## src/rtl/alu_pipe.sv

```systemverilog
// alu_pipe: registered ARM-style ALU with valid/ready handshakes and NZCV flags.
// Optional iterative shift-add multiplier enabled by defining ALU_PIPE_MUL_EN.
module alu_pipe #(
    parameter int WIDTH           = 32,
    parameter int MUL_CYCLES_LOG2 = $clog2(WIDTH)
) (
    input  logic             clk,
    input  logic             rst_n,
    input  logic             in_valid,
    output logic             in_ready,
    input  logic [WIDTH-1:0] op1,
    input  logic [WIDTH-1:0] op2,
    input  logic [3:0]       alu_op,
    input  logic             c_in,
    output logic             out_valid,
    input  logic             out_ready,
    output logic [WIDTH-1:0] result,
    output logic [3:0]       flags,
    output logic             wr_en
);

    localparam logic [3:0] OP_AND = 4'b0000, OP_EOR = 4'b0001;
    localparam logic [3:0] OP_SUB = 4'b0010, OP_RSB = 4'b0011;
    localparam logic [3:0] OP_ADD = 4'b0100, OP_ADC = 4'b0101;
    localparam logic [3:0] OP_SBC = 4'b0110, OP_MUL = 4'b0111;
    localparam logic [3:0] OP_TST = 4'b1000, OP_TEQ = 4'b1001;
    localparam logic [3:0] OP_CMP = 4'b1010, OP_CMN = 4'b1011;
    localparam logic [3:0] OP_ORR = 4'b1100, OP_MOV = 4'b1101;
    localparam logic [3:0] OP_BIC = 4'b1110, OP_MVN = 4'b1111;

    logic             out_valid_q, out_valid_d;
    logic [WIDTH-1:0] result_q, result_d;
    logic [3:0]       flags_q, flags_d;
    logic             wr_en_q, wr_en_d;

    logic [WIDTH-1:0] add_a, add_b, alu_res;
    logic [WIDTH:0]   add_sum;
    logic             add_ci, is_arith, alu_c, alu_v, alu_wr;
    logic [3:0]       alu_flags;
    logic             accept;

`ifdef ALU_PIPE_MUL_EN
    typedef enum logic {IDLE, MUL_BUSY} state_t;
    state_t                   state_q, state_d;
    logic [WIDTH-1:0]         mul_acc_q, mul_acc_d;
    logic [WIDTH-1:0]         mul_mcand_q, mul_mcand_d;
    logic [WIDTH-1:0]         mul_mplier_q, mul_mplier_d;
    logic [MUL_CYCLES_LOG2-1:0] mul_cnt_q, mul_cnt_d;
    logic                     mul_c_q, mul_c_d;
    logic [WIDTH-1:0]         mul_step;

    assign in_ready = rst_n && (state_q == IDLE)
                      && (!out_valid_q || out_ready);
`else
    assign in_ready = rst_n && (!out_valid_q || out_ready);
`endif

    assign accept    = in_valid && in_ready;
    assign out_valid = out_valid_q;
    assign result    = result_q;
    assign flags     = flags_q;
    assign wr_en     = wr_en_q;

    // Single-cycle datapath: shared adder plus full opcode decode
    always_comb begin
        add_a  = op1;
        add_b  = op2;
        add_ci = 1'b0;
        unique case (alu_op)
            OP_SUB, OP_CMP: begin
                add_b  = ~op2;
                add_ci = 1'b1;
            end
            OP_RSB: begin
                add_a  = op2;
                add_b  = ~op1;
                add_ci = 1'b1;
            end
            OP_ADC: add_ci = c_in;
            OP_SBC: begin
                add_b  = ~op2;
                add_ci = c_in;
            end
            default: ;
        endcase
        add_sum = {1'b0, add_a} + {1'b0, add_b}
                  + {{WIDTH{1'b0}}, add_ci};

        alu_res  = '0;
        is_arith = 1'b0;
        unique case (alu_op)
            OP_AND, OP_TST: alu_res = op1 & op2;
            OP_EOR, OP_TEQ: alu_res = op1 ^ op2;
            OP_SUB, OP_RSB, OP_ADD, OP_ADC,
            OP_SBC, OP_CMP, OP_CMN: begin
                alu_res  = add_sum[WIDTH-1:0];
                is_arith = 1'b1;
            end
            OP_MUL: alu_res = '0;
            OP_ORR: alu_res = op1 | op2;
            OP_MOV: alu_res = op2;
            OP_BIC: alu_res = op1 & ~op2;
            OP_MVN: alu_res = ~op2;
        endcase

        alu_c = is_arith ? add_sum[WIDTH] : c_in;
        alu_v = is_arith
                && (add_a[WIDTH-1] == add_b[WIDTH-1])
                && (add_sum[WIDTH-1] != add_a[WIDTH-1]);
        alu_flags = {alu_res[WIDTH-1], alu_res == '0, alu_c, alu_v};
        alu_wr    = (alu_op[3:2] != 2'b10);
    end

    // Next-state: output hold/clear, accept, and multiplier iteration
    always_comb begin
        out_valid_d = out_valid_q;
        result_d    = result_q;
        flags_d     = flags_q;
        wr_en_d     = wr_en_q;
        if (out_valid_q && out_ready)
            out_valid_d = 1'b0;
`ifdef ALU_PIPE_MUL_EN
        state_d      = state_q;
        mul_acc_d    = mul_acc_q;
        mul_mcand_d  = mul_mcand_q;
        mul_mplier_d = mul_mplier_q;
        mul_cnt_d    = mul_cnt_q;
        mul_c_d      = mul_c_q;
        mul_step     = mul_acc_q
                       + (mul_mplier_q[0] ? mul_mcand_q : '0);
        unique case (state_q)
            IDLE: begin
                if (accept && alu_op == OP_MUL) begin
                    mul_acc_d    = '0;
                    mul_mcand_d  = op1;
                    mul_mplier_d = op2;
                    mul_cnt_d    = '0;
                    mul_c_d      = c_in;
                    state_d      = MUL_BUSY;
                end else if (accept) begin
                    result_d    = alu_res;
                    flags_d     = alu_flags;
                    wr_en_d     = alu_wr;
                    out_valid_d = 1'b1;
                end
            end
            MUL_BUSY: begin
                mul_acc_d    = mul_step;
                mul_mcand_d  = mul_mcand_q << 1;
                mul_mplier_d = mul_mplier_q >> 1;
                mul_cnt_d    = mul_cnt_q + 1'b1;
                if (mul_cnt_q == MUL_CYCLES_LOG2'(WIDTH - 1)) begin
                    result_d    = mul_step;
                    flags_d     = {mul_step[WIDTH-1], mul_step == '0,
                                   mul_c_q, 1'b0};
                    wr_en_d     = 1'b1;
                    out_valid_d = 1'b1;
                    state_d     = IDLE;
                end
            end
        endcase
`else
        if (accept) begin
            result_d    = alu_res;
            flags_d     = alu_flags;
            wr_en_d     = alu_wr;
            out_valid_d = 1'b1;
        end
`endif
    end

    // State and output registers
    always_ff @(posedge clk or negedge rst_n) begin
        if (!rst_n) begin
            out_valid_q <= 1'b0;
            result_q    <= '0;
            flags_q     <= 4'b0000;
            wr_en_q     <= 1'b0;
`ifdef ALU_PIPE_MUL_EN
            state_q      <= IDLE;
            mul_acc_q    <= '0;
            mul_mcand_q  <= '0;
            mul_mplier_q <= '0;
            mul_cnt_q    <= '0;
            mul_c_q      <= 1'b0;
`endif
        end else begin
            out_valid_q <= out_valid_d;
            result_q    <= result_d;
            flags_q     <= flags_d;
            wr_en_q     <= wr_en_d;
`ifdef ALU_PIPE_MUL_EN
            state_q      <= state_d;
            mul_acc_q    <= mul_acc_d;
            mul_mcand_q  <= mul_mcand_d;
            mul_mplier_q <= mul_mplier_d;
            mul_cnt_q    <= mul_cnt_d;
            mul_c_q      <= mul_c_d;
`endif
        end
    end

endmodule

```

## config.mk

```make
export PLATFORM = sky130hd
export DESIGN_NAME = alu_pipe
export DESIGN_NICKNAME = d
export VERILOG_FILES = /design/src/rtl/alu_pipe.sv
export SDC_FILE = /design/constraint.sdc
export NUM_CORES = 1
export LEC_CHECK = 0
export CORE_MARGIN = 5
export CORE_UTILIZATION = 46
export CTS_CLUSTER_SIZE = 25
export DETAILED_ROUTE_END_ITERATION = 12
export GPL_TIMING_DRIVEN = 0
export PLACE_DENSITY = 0.72
export RECOVER_POWER = 25
export SYNTH_ARGS = -nofsm -noshare
export SYNTH_HDL_FRONTEND = slang
export SYNTH_SLANG_ARGS = --single-unit
```

## constraint.sdc

```tcl
create_clock -name clk -period 2.4 [get_ports clk]
set_input_delay 0.48 -clock clk [delete_from_list [all_inputs] [get_ports clk]]
set_output_delay 0.48 -clock clk [all_outputs]
set_load 0.01 [all_outputs]
```

==> results.yml, run 1 <==
run_status:
  status: "finished, violations left"
  violations: "negative setup slack"
setup_path:
  crit_chain: "buf_8, buf_6, buf_8, buf_8, nor3_4, buf_4, buf_6, buf_12, a22oi_2, o21ai_4, fa_2, fa_2, nand3_4, a21o_1, a2111oi_4, buf_4, buf_4, nor4_2, a211oi_2, nand4_1, nor4_1, nand4_1, or4b_1, nand2_1"
  cp_max_fo: 5
  worstSetupPathType: "primary input to register"
  required_ns: 2.62
  path_buf_inv: 9
  timing.rr.start: "out_valid"
  cp_num_cells: 24
  crit_path_top_delay_cell: "a2111oi_4"
  r2r-end: "flags[2]"
  arrival_ns: 4.93
  cp-end-kind: "register"
  reg2reg_slack_ns: -0.58
  cp_top_family: "simple AND/OR/NAND/NOR gates"
  cp-start-kind: "primary input"
  max_stage_delay_ns: 0.53
  rr_worst_depth: 10
  worstSetupEndpoint: "flags[2]"
  crit_start: "alu_op[2]"
timing:
  fin_skew_ns: 0.002841
  finalCritPeriodShare: 1.966
  relSlewSlack: 0.3111
  timing.final.ws_setup_ns: -2.318
  rsz0062_at_grt: "yes"
  fin_setup_tns_ns: -48.61
  hold_viol: 0
  worst_slew_pin_slew_ns: 1.022
  setup_violations: 36
  fin_crit_ns: 4.718
  fmax_mhz: 212.0
  slew_violations: 0
cts:
  cts_buffers: 5
  cts_tree: "done"
  clock_sinks: 37
  hold_buffers: 0
  htreeDepth: 2
  cts-root-buf: "clkbuf_16"
  clk_latency_ns: 0.28
  clk_pin_slew_ns: 0.06
  clock_path_buffers: 2
power:
  finalPower_w: 0.005170
  power.density_nw_per_um2: 492.2
  ir_worst_vdd_mv: 0.3816
  p_leak_nw: 4.475
flow_run:
  cap_violations: 0
route:
  drc: 0
  routed_wl_um: 32840
  vias: 9062
  first_pass_iters: 6
  wl_per_cell_um: 23.76
  ant_nets: 0
  drt_iter0_markers: 1291
  viasPerCell: 6.557
floorplanning:
  core_region_area_sq_um: 14590
  die_x_um: 132.1
  die_h_um: 132.1
  initial_utilization: 0.4703
  dieArea_sq_um: 17460
  ios: 112
  rows: 44
finish:
  nets: 1335
  fill_cells: 1106
  fin_cells: 1382
  drive_gt1_frac: 0.2721
  area_growth_pct: 53.06
  num_antenna_cells: 0
  final_core_util: 0.7199
synth:
  syn_inst: 973
  synth_edf_count: 0
  seq_area_frac_synth: 0.1349
  synthTopCellsByArea: "dfrtp_1 (13%), ha_1 (11%), o21ai_0 (9.3%), nand2_1 (6.8%), a22oi_1 (5.3%)"
  synth-async-reset-ratio: 1.000
  syn_area_sq_um: 6862
  synth-main-ff-cell: "dfrtp_1"
  synth_cell_types: 79
  yosys.cell_count.top_type: "o21ai_0"
  ys_ff_latch: 37
  synth_top_area_share: 0.1349
  syn-num-nets: 1111
  ys_warn_count: 0
  avgSynthCellArea_sq_um: 7.052
  synth_common_cells: "o21ai_0 (127), nand2_1 (124), inv_1 (73), a21oi_1 (66), ha_1 (63)"
  yosysTopAreaCell: "dfrtp_1"
place:
  dp_hpwl_um: 21700
  port_buffers: 110
  post-place-ws_ns: -3.399
  dp.cells: 1267
  gp_congestion: 0.9817
global_routing:
  grt_max_degree: 40
  track_usage: 0.3355
  antenna_found_initial: 0
  overflow: 0
  grt_pass1_wl_um: 47150
  grt_pass1_vias: 8361
worst_hold_path:
  min_path_type: "primary input to async pin"
## cell usage in the layout (no fill, tap or decap), drive strengths merged, types with 28 or more instances in the layout
cell type,Yosys,layout
clkdlybuf4s50,0,106
xor2,28,28
a22oi,48,48
nand2,124,124
buf,22,145
ha,63,63
clkbuf,45,37
a21oi,69,69
o21ai,129,129
dfrtp,37,37
inv,73,73
nor2,52,52
## sequential cells by signal (all words and copies together), names as in the netlist
register   flops
flags          3
out_valid      1
result        32
wr_en          1
## power by group
part           leakage, nW  switching (W)  internal [W]
Clock               0.0800       0.000257      0.000491
Combinational         3.94        0.00184       0.00169
Sequential           0.457      0.0000954      0.000793
## how the worst min path moves through the flow
stage / start / end / cells after the start
floorplan: rst_n / flags[0] / 0
global placement: result[18] / result[18] / 1
detailed placement: result[18] / result[18] / 1
CTS: rst_n / result[27] / 1
global route: rst_n / result[21] / 1
finish: rst_n / result[21] / 1
## logic make-up after synthesis
kind of cell	after synthesis	synth area share
compound gates	380	0.3656
xor+xnor	47	0.05999
fa+ha+maj	65	0.1207
buf+inv	141	0.08370
flops	37	0.1349
mux	30	0.04668
simple gates	273	0.1884
## what timing repair did
| action | in CTS | in global routing |
|---|---|---|
| gates resized for setup | 185 | 99 |
| setup endpoints to repair | 36 | 35 |
| pin swaps | 59 | 64 |
| setup buffers | 62 | 51 |
| gates cloned | 1 | 0 |
## final cells by class
cell class,count,area (sq um),area share
clock inverters,3,46.29,0.004408
well taps,184,230.2,0.02192
inverters,74,290.3,0.02764
repair buffers,223,2053,0.1955
multi-input cells,795,6223,0.5926
plain buffers,61,608.1,0.05790
clock buffers,5,125.1,0.01191
flip-flops and latches,37,925.9,0.08816
## metrics by stage
stage / instance area (sq um) / hold WS (ns)
6_report: 10500 / 0.3437
5_1_grt: 10500 / 0.4240
4_1_cts: 9743 / 0.1780
3_5_place_dp: 8417 / 0.4642
3_3_place_gp: 8422 / 0.4598
2_1_floorplan: 7091 / 0.1844
## layer usage
metal,routed length (um),vias to the layer above,GRT usage
met5,0,-,0
met4,2546,0,0.1794
met3,3891,196,0.06947
met2,14140,689,0.5135
met1,12260,4148,0.4426
li1,-,4029,-
Note: power is estimated with default switching activity, not from simulation.
==> inputs of run 2 (changes only) <==
Settings changed: CAP_MARGIN set to 20.
==> results of run 2 <==
No change in the layout: final DEF, timing and power equal those of run 1.
==> patch (settings of run 2) <==
Make the reset (`rst_n`) synchronous in one clocked block.
--- a/src/rtl/alu_pipe.sv
+++ b/src/rtl/alu_pipe.sv
@@ -171,5 +171,5 @@
 
     // State and output registers
-    always_ff @(posedge clk or negedge rst_n) begin
+    always_ff @(posedge clk) begin
         if (!rst_n) begin
             out_valid_q <= 1'b0;
Function: differs if rst_n is asserted again (counterexample within 4 cycles, from zero or initial values and one cycle with rst_n low); with rst_n held inactive, the same outputs for 10 cycles.
==> patch against run 2 <==
- the run still ends with negative setup slack left
- worst setup slack better by 460 ps
- count of clock-buffer cells in the layout up 1
- worst hold slack better by 110 ps
- global-route usage down 1.1 points
- core utilization up 1.5 points
- final cell count down 2.7%
- sequential cell count unchanged
- largest cell class unchanged
- area after synthesis down 6.0%
- clock power down 12%
- total power down 12%
- first-iteration DRC count down 5.2%
- wire length down 6.7%
- design area down 3.2%
==> patch: results (changes against run 2) <==
status=finished with violations; failing checks=negative setup slack; Worst path slowest cell=fa_2; post-synthesis async set-or-reset flop share=0% (-100 points); nets@finish=1301 (-2.5%); synth unique cells=80 (+1.3%); placed cells=1248 (-1.5%); Comb power frac=69.6% (+1.3 points); Critical Path AT=4480 ps (-450 ps); IO buf count=108 (-1.8%); Net Count, Synth=1098 (-1.2%); Sw Pwr=2.02 mW (-7.8%); Worst path max stage delay=390 ps (-140 ps); pre-CTS setup slack=-3190 ps (+211 ps); Hold Crit Class=register to register; GP Congestion=1.03 (+4.7%); share of cells above drive strength 1=27.4% (+0.19 points); Global Route Usage Sum=32.5% (-1.1 points); pin count of the biggest net entering global routing=13 (-68%); sequential area share after synthesis=11.5% (-2.0 points); Fin Setup TNS=-39100 ps (+9510 ps); cell taking the most area after synthesis=ha_1; cts repair resizes=219 (+18%); top cells by count, synth=o21ai_0 (139), nand2_1 (91), a21oi_1 (77); post-DP HPWL=19900 µm (-8.1%); Clock Skew=4.48 ps (+1.64 ps); Slew @ Worst Pin=1170 ps (+150 ps); post-CTS setup buffers=51 (-18%); Placed Area=7900 µm² (-6.1%); first-pass GRT wire length=42700 µm (-9.5%); final std cells w/o fill=1344 (-2.7%); Synth Area in XOR/XNOR=6.11% (+0.11 points); total routed wirelength=30700 µm (-6.7%); final-report setup violation count=35 (-2.8%); Leakage Power=4.13 nW (-7.8%); Mapped Avg Cell Area=6.72 µm² (-4.7%); critical path peak fanout=10 (+5); seq pwr=727 µW (-18%); Primary FF master, synth=dfxtp_1; Synth Area in Adders=12.8% (+0.77 points); portion of netlist area occupied by mux cells=3.01% (-1.7 points); Final WS setup=-1860 ps (+455 ps); Vias=9011 (-0.56%); final core utilization=73.5% (+1.5 points); initial antenna violation count=1 (+1); Max rail drop VDD=0.000228 V (-40%); 1st-iter DRT viols=1224 (-5.2%)
## patch: cell count changes in the layout (fill, tap and decap cells not counted), moves of 12 or more
cell     change
buf_4       -17
nand2_1     -40
xor2_1      -17
dfrtp_1     -37
a22oi_1     -12
nand3_1     +30
dfxtp_1     +37
xnor2_1     +12
## patch: final timing paths
check / start / to / slack, ps / cells after the start
worst max-delay path: alu_op[0] / flags[2] / -1860 / 23
worst min-delay path: result[26] / result[26] / 460 / 2
worst max register to register: out_valid / flags[2] / -10 / 10
worst min register to register: result[26] / result[26] / 460 / 2
## patch: kinds of logic (layout without fill, tap and decap cells)
| group | Yosys count | count (layout) |
|---|---|---|
| buffers and inverters | 141 | 345 |
| adders and majority gates | 65 | 65 |
| xor gates and xnor gates | 45 | 45 |
| muxes | 18 | 18 |
| and+or+nand+nor | 274 | 274 |
| AOI/OAI and AO/OA | 380 | 380 |
| DFF | 37 | 37 |
## patch: per-layer routing
| metal | vias to the layer above | routed length, µm | global-route usage [%] |
|---|---|---|---|
| met4 | 2 | 2020 | 14.9 |
| met2 | 771 | 13300 | 52.0 |
| met3 | 224 | 4270 | 7.47 |
| met5 | - | 18 | 0 |
| met1 | 4087 | 11000 | 41.4 |
| li1 | 3927 | - | - |
## patch: final cells by class
| type | count | area [µm²] |
|---|---|---|
| multi-input cells | 782 | 6180 |
| fillers | 1010 | 3660 |
| repair buffers | 197 | 1850 |
| flip-flops and latches | 37 | 741 |
| plain buffers | 67 | 733 |
| inverters | 73 | 287 |
| well taps | 180 | 225 |
| clock buffers | 6 | 139 |
| clock inverters | 2 | 13.8 |
## patch: worst max-delay path, delay by kind of cell
kind | cells | cell delay (ps)
and+or+nand+nor | 6 | 850
xor gates and xnor gates | 1 | 160
buffers and inverters | 7 | 900
adders and majority gates | 2 | 770
AOI/OAI and AO/OA | 7 | 1310
